## src/rtl/monster_fleet_controller.sv

```systemverilog
// Monster formation sequencer: loads a 3x8 fleet, marches it on frame ticks,
// descends at screen edges, applies hits to the alive mask and schedules shots.
module monster_fleet_controller #(
  parameter logic [7:0] STEP_TICKS_L1 = 8'd30,
  parameter logic [7:0] STEP_TICKS_L2 = 8'd15,
  parameter logic [7:0] SHOT_TICKS    = 8'd45,
  parameter logic [9:0] X_START       = 10'd160,
  parameter logic [9:0] Y_START       = 10'd80,
  parameter logic [9:0] X_MIN         = 10'd144,
  parameter logic [9:0] X_MAX         = 10'd400,
  parameter logic [9:0] STEP_X        = 10'd8,
  parameter logic [9:0] STEP_Y        = 10'd16,
  parameter logic [9:0] Y_LIMIT       = 10'd360
) (
  input  logic        clk,
  input  logic        rst,
  input  logic [2:0]  level,
  input  logic        frame_tick,
  input  logic        hit_valid,
  input  logic [1:0]  hit_row,
  input  logic [2:0]  hit_col,
  input  logic        shot_ack,
  output logic [9:0]  fleet_x,
  output logic [9:0]  fleet_y,
  output logic [23:0] alive,
  output logic        kill_pulse,
  output logic        win,
  output logic        invaded,
  output logic        shot_req,
  output logic [1:0]  shot_row,
  output logic [2:0]  shot_col
);

  typedef enum logic [2:0] {IDLE, LOAD, MARCH, DESCEND, CLEARED, INVADED} state_t;

  state_t      state, state_n;
  logic [2:0]  level_q;
  logic        dir, dir_n;
  logic [9:0]  x_n, y_n;
  logic [23:0] alive_n;
  logic        kill_n;
  logic [7:0]  step_cnt, step_n, shot_cnt, shot_n, period, period_n, lfsr;
  logic        req_n;
  logic [1:0]  row_n;
  logic [2:0]  col_n;
  logic [4:0]  hit_idx;
  logic [7:0]  col_alive;
  logic        pick_ok;
  logic [2:0]  pick_col;
  logic [1:0]  pick_row;
  logic        active;

  assign hit_idx = {hit_row, 3'b000} + {2'b00, hit_col};
  assign active  = (state == MARCH) || (state == DESCEND);

  // Shooter choice: first column at or after lfsr[2:0] (wrapping) with a live
  // cell, firing from its lowest-on-screen (highest-numbered) live row.
  always_comb begin : pick
    logic [2:0] cand;
    cand = 3'd0;
    for (int c = 0; c < 8; c++)
      col_alive[c] = alive[c] | alive[c + 8] | alive[c + 16];
    pick_ok  = 1'b0;
    pick_col = 3'd0;
    for (int k = 7; k >= 0; k--) begin
      cand = lfsr[2:0] + 3'(k);
      if (col_alive[cand]) begin
        pick_ok  = 1'b1;
        pick_col = cand;
      end
    end
    if (alive[{2'b10, pick_col}])      pick_row = 2'd2;
    else if (alive[{2'b01, pick_col}]) pick_row = 2'd1;
    else                               pick_row = 2'd0;
  end

  always_comb begin
    state_n  = state;
    x_n      = fleet_x;
    y_n      = fleet_y;
    dir_n    = dir;
    alive_n  = alive;
    kill_n   = 1'b0;
    step_n   = step_cnt;
    shot_n   = shot_cnt;
    period_n = period;
    req_n    = shot_req;
    row_n    = shot_row;
    col_n    = shot_col;

    if (active && hit_valid && hit_row != 2'd3 && alive[hit_idx]) begin
      alive_n[hit_idx] = 1'b0;
      kill_n           = 1'b1;
    end
    if (shot_req && shot_ack) req_n = 1'b0;

    case (state)
      LOAD: begin
        alive_n  = 24'hFFFFFF;
        x_n      = X_START;
        y_n      = Y_START;
        dir_n    = 1'b0;
        step_n   = 8'd0;
        shot_n   = 8'd0;
        period_n = (level_q == 3'd1) ? STEP_TICKS_L1 : STEP_TICKS_L2;
        state_n  = MARCH;
      end
      MARCH: if (frame_tick) begin
        if (step_cnt == period - 8'd1) begin
          step_n = 8'd0;
          // dir 0 = right; the left test is arranged to avoid underflow
          if (!dir) begin
            if (fleet_x + STEP_X > X_MAX) state_n = DESCEND;
            else                          x_n = fleet_x + STEP_X;
          end else begin
            if (fleet_x < X_MIN + STEP_X) state_n = DESCEND;
            else                          x_n = fleet_x - STEP_X;
          end
        end else begin
          step_n = step_cnt + 8'd1;
        end
        if (shot_cnt == SHOT_TICKS - 8'd1) begin
          shot_n = 8'd0;
          if (!shot_req && pick_ok) begin
            req_n = 1'b1;
            row_n = pick_row;
            col_n = pick_col;
          end
        end else begin
          shot_n = shot_cnt + 8'd1;
        end
      end
      DESCEND: begin
        y_n     = fleet_y + STEP_Y;
        dir_n   = ~dir;
        state_n = (y_n >= Y_LIMIT) ? INVADED : MARCH;
      end
      default: ;
    endcase

    // Clearing the fleet beats invasion; a level change beats everything.
    if (active && alive_n == 24'd0) state_n = CLEARED;
    if (level != level_q) begin
      state_n = (level == 3'd0) ? IDLE : LOAD;
      if (level == 3'd0) alive_n = 24'd0;
    end
    if (state_n != MARCH && state_n != DESCEND) req_n = 1'b0;
  end

  always_ff @(posedge clk or posedge rst) begin
    if (rst) begin
      state      <= IDLE;
      level_q    <= 3'd0;
      fleet_x    <= X_START;
      fleet_y    <= Y_START;
      dir        <= 1'b0;
      alive      <= 24'd0;
      kill_pulse <= 1'b0;
      win        <= 1'b0;
      invaded    <= 1'b0;
      shot_req   <= 1'b0;
      shot_row   <= 2'd0;
      shot_col   <= 3'd0;
      step_cnt   <= 8'd0;
      shot_cnt   <= 8'd0;
      period     <= STEP_TICKS_L1;
      lfsr       <= 8'hA5;
    end else begin
      state      <= state_n;
      level_q    <= level;
      fleet_x    <= x_n;
      fleet_y    <= y_n;
      dir        <= dir_n;
      alive      <= alive_n;
      kill_pulse <= kill_n;
      win        <= (state == CLEARED);
      invaded    <= (state == INVADED);
      shot_req   <= req_n;
      shot_row   <= row_n;
      shot_col   <= col_n;
      step_cnt   <= step_n;
      shot_cnt   <= shot_n;
      period     <= period_n;
      lfsr       <= {lfsr[6:0], lfsr[7] ^ lfsr[5] ^ lfsr[4] ^ lfsr[3]};
    end
  end

endmodule
```

## config.mk

```make
export PLATFORM = sky130hd
export DESIGN_NAME = monster_fleet_controller
export DESIGN_NICKNAME = d
export VERILOG_FILES = /design/src/rtl/monster_fleet_controller.sv
export SDC_FILE = /design/constraint.sdc
export NUM_CORES = 1
export LEC_CHECK = 0
export ABC_CLOCK_PERIOD_IN_PS = 4700
export CAP_MARGIN = 5
export CELL_PAD_IN_SITES_DETAIL_PLACEMENT = 1
export CELL_PAD_IN_SITES_GLOBAL_PLACEMENT = 1
export CORE_MARGIN = 5
export CORE_UTILIZATION = 39
export DETAILED_ROUTE_END_ITERATION = 10
export HOLD_SLACK_MARGIN = 0.06
export PLACE_DENSITY_LB_ADDON = 0.1
export RECOVER_POWER = 50
export SLEW_MARGIN = 10
export SYNTH_ARGS = -nofsm -noshare
export SYNTH_HDL_FRONTEND = slang
export SYNTH_SLANG_ARGS = --single-unit
```

## constraint.sdc

```tcl
create_clock -name clk -period 4.7 [get_ports clk]
set_input_delay 0.94 -clock clk [delete_from_list [all_inputs] [get_ports clk]]
set_output_delay 0.94 -clock clk [all_outputs]
set_load 0.03 [all_outputs]
```

==> results <==
cell type report:
type	count	area, sq um
clock buffer	12	246.5
multi-input combinational	469	3005
sequential	79	1988
timing repair buffer	72	674.4
inverter	15	57.56
clock inverter	4	45.04
tap	176	220.2
fill	1570	6953
registers in the layout, summed over array words and instances (netlist names):
signal	count
step_cnt	8
shot_row	2
level_q	3
invaded	1
state	3
dir	1
shot_req	1
kill_pulse	1
shot_cnt	8
alive	24
lfsr	8
fleet_y	6
win	1
shot_col	3
fleet_x	7
period	2
per-layer routing:
metal  wire (microns)  vias up  GRT usage (%)
met2             8298      140          35.84
met4              221        0          4.719
li1                 -     2316              -
met1             7345     2485          28.37
met3              765       19          3.454
met5                0        -              0
Yosys cell counts, types with 5 or more instances:
master	number	area (sq um)
a21o_1	5	37.54
a21oi_1	50	250.2
a22o_1	6	52.55
a31oi_1	6	37.54
and2_1	5	31.28
buf_4	7	52.55
clkbuf_1	26	97.59
dfrtp_1	70	1752
dfstp_2	9	236.5
ha_1	9	112.6
inv_1	15	56.30
mux2_2	5	56.30
mux2i_1	14	140.1
mux4_2	10	225.2
nand2_1	66	247.7
nand2b_1	11	68.82
nand3_1	29	145.1
nand4_1	8	50.05
nor2_1	42	157.7
nor2b_1	5	31.28
nor3_1	21	105.1
nor3b_1	5	37.54
nor4_1	8	50.05
o2111ai_1	5	43.79
o21ai_0	55	275.3
o21ai_1	6	30.03
o22ai_1	5	31.28
o31ai_1	6	45.04
or3_1	12	75.07
xnor2_1	6	52.55
xor2_1	5	43.79
placed cells by master (no fill, tap or decap), types with 5 or more instances in the layout:
cell type	netlist	layout
a21o_1	5	5
nand4_1	8	8
buf_4	7	11
clkdlybuf4s50_1	0	54
xnor2_1	6	6
a31oi_1	6	6
o21ai_0	55	55
clkbuf_1	26	5
mux4_2	10	10
and2_1	5	5
ha_1	9	9
dfrtp_1	70	70
o31ai_1	6	6
or3_1	12	12
nand2b_1	11	11
nor2_1	42	42
nor3_1	21	21
conb_1	1	7
o22ai_1	5	5
nor3b_1	5	5
inv_1	15	14
o2111ai_1	5	5
a22o_1	6	6
nand3_1	29	29
a21oi_1	50	50
nand2_1	66	66
mux2i_1	14	14
o21ai_1	6	6
nor2b_1	5	5
clkbuf_16	0	9
xor2_1	5	5
mux2_2	5	5
nor4_1	8	7
dfstp_2	9	6
critical path: cells and delay by family:
kind                   cells  cell delay (ns)
and+or+nand+nor            6             2.11
AOI/OAI and AO/OA          3             0.47
muxes                      1             0.44
buffers and inverters      1             0.62
power by group through the flow:
stage	registers [mW]	logic [mW]	clock network, mW
after detailed placement	0.789	0.295	0
after CTS	0.778	0.296	0.712
final	0.777	0.291	0.692
after floorplan	0.807	0.151	0
after global placement	0.789	0.288	0
after global routing	0.782	0.316	0.743
logic make-up (layout without fill, tap and decap cells):
logic type	Yosys count	count (layout)	synth area share, %
compound gates	179	179	21.08
xor+xnor	11	11	1.849
fa+ha+maj	9	9	2.161
buf+inv	55	103	4.850
flops	79	79	38.15
mux	32	32	9.604
other cells	1	7	0.07196
simple gates	231	231	22.23
worst max-delay path by stage:
stage	from	slack [ns]	depth (start not counted)	endpoint
2_1_floorplan	lfsr[0]	0.28	15	shot_row[0]
3_3_place_gp	hit_col[0]	0.14	11	shot_req
3_5_place_dp	hit_col[0]	0.03	11	shot_req
4_1_cts	hit_col[0]	0.35	11	shot_req
5_1_grt	hit_col[0]	0.22	11	shot_req
6_report	hit_col[0]	0.34	11	shot_req
==> impl_results.md <==
- Final worst slack: 0.3411 ns
- Hold endpoint: lfsr[7]
- R2R depth: 13
- FP Rows: 42
- Total number of vias: 4960
- Hold slack: 0.3808 ns
- Post-layout util: 47.29%
- Share of layout cells above drive strength 1: 8.909%
- Sequential share of the synthesized area: 38.15%
- Syn Std Cell Area: 5211 sq um
- Post-DRT Antenna Nets: 0
- Detailed Routing Iterations Pass 1: 5
- CP Launch Type: input port
- YS warnings: 0
- GR Overflow Total: 0
- Worst slack, placed: 0.03156 ns
- CP Capture Type: flip-flop
- Switch Pwr: 514.2 uW
- Combinational share of power: 16.6%
- Post-route non-filler standard cell count: 827
- Largest stage delay, worst path: 0.62 ns
- Clock power share: 39.3%
- FF-to-FF setup slack: 0.53 ns
- Seq cells post-synth: 79
- Failing checks: max-capacitance violations, max-slew violations
- Gpl congestion: 0.9138
- Layout overhead on the synthesized area: 19.69%
- Post-DP HPWL: 12.36 mm
- Status: finished with violations
- Total power: 1.759 mW
- Clk_skew: 0.005030 ns
- Hold Crit Start: lfsr[6]
- Clk slew on worst S/H paths: 0.06 ns
- Total track usage: 21.10%
- CTS tree: yes
- Post-synthesis async set-or-reset flop share: 100.0%
- CP Cell Sequence: clkdlybuf4s50_1 > mux4_2 > a32oi_1 > and4_4 > or4b_4 > o21ai_1 > nand4_1 > or4_1 > or4_4 > o2111a_1 > nor3b_1
- Worst Path Max Fanout: 7
- Maxcap violations: 3
- R2R Path Start: lfsr[1]
- Post-route cell area: 6237 sq um
- Vert. Die Dim: 125.6 microns
- Internal Power: 1.245 mW
- Worst hold path type: flip-flop to flip-flop
- Routed WL per cell: 20.11 microns
- DRT iter0 DRCs: 321
- Slowest-stage cell, CP: clkdlybuf4s50_1
- Fin Setup TNS: 0 ns
- RSZ-0062 raised after global routing: no
- PD cells: 282.1 nW/um^2
- Clk_lat worst skew: 0.34 ns
- Post_cts resized: 0
- Final setup violating endpoints: 0
- Final WL: 16.63 mm
- First-pass GRT wire length: 27.21 mm
- Core Region: 13190 sq um
- Pin count of the biggest net entering global routing: 34
- Reg power frac: 44.1%
- Critical path type: input port to flip-flop
- Switching share of power: 29.23%
- Clock sink count: 79
- Main synth FF type: dfrtp_1
- Number of top-level pins: 66
- Die area: 15770 sq um
- Syn_area_per_cell: 8.729 sq um
- Placed cells: 811
- Fin crit share: 92.74%
- Via-to-Cell Ratio: 5.998
- Initial antenna violation count: 0
- Post-synth EDFFs: 0
- Post-Syn Instances: 597
- Initial Util: 39.51%
- Post-CTS setup buffers: 0
- Fin crit period: 4.359 ns
- Worst Path Required: 4.91 ns
- Worst vdd ir: 0.1501 mV
- Final-report max-slew violation count: 62
- Fmax: 229.4 MHz
- DRC Markers: 0
- Max-slew headroom: -2.919%
- DP Area: 5957 sq um
- CTS Buf Count: 9
- Final hold vios: 0
- Worst slew pin tran: 1.535 ns
- Die Wd: 125.6 microns
- Hold Crit Depth: 0
- Crit Reg-Reg Endpoint: shot_row[0]
- Final #Nets: 668
- Critical path arrival: 4.57 ns
- Clk buf depth: 2
- Antenna Cells: 0
- Leakage power: 2.335 nW
- Number of global-route vias before repair: 4993
- Post-cts hold buffer count: 0
- Port bufs: 58
- Htree depth: 3
- Synth cell types: 69
- Clock root buffer: clkbuf_16
No activity file was read; power rests on OpenSTA's default activity.
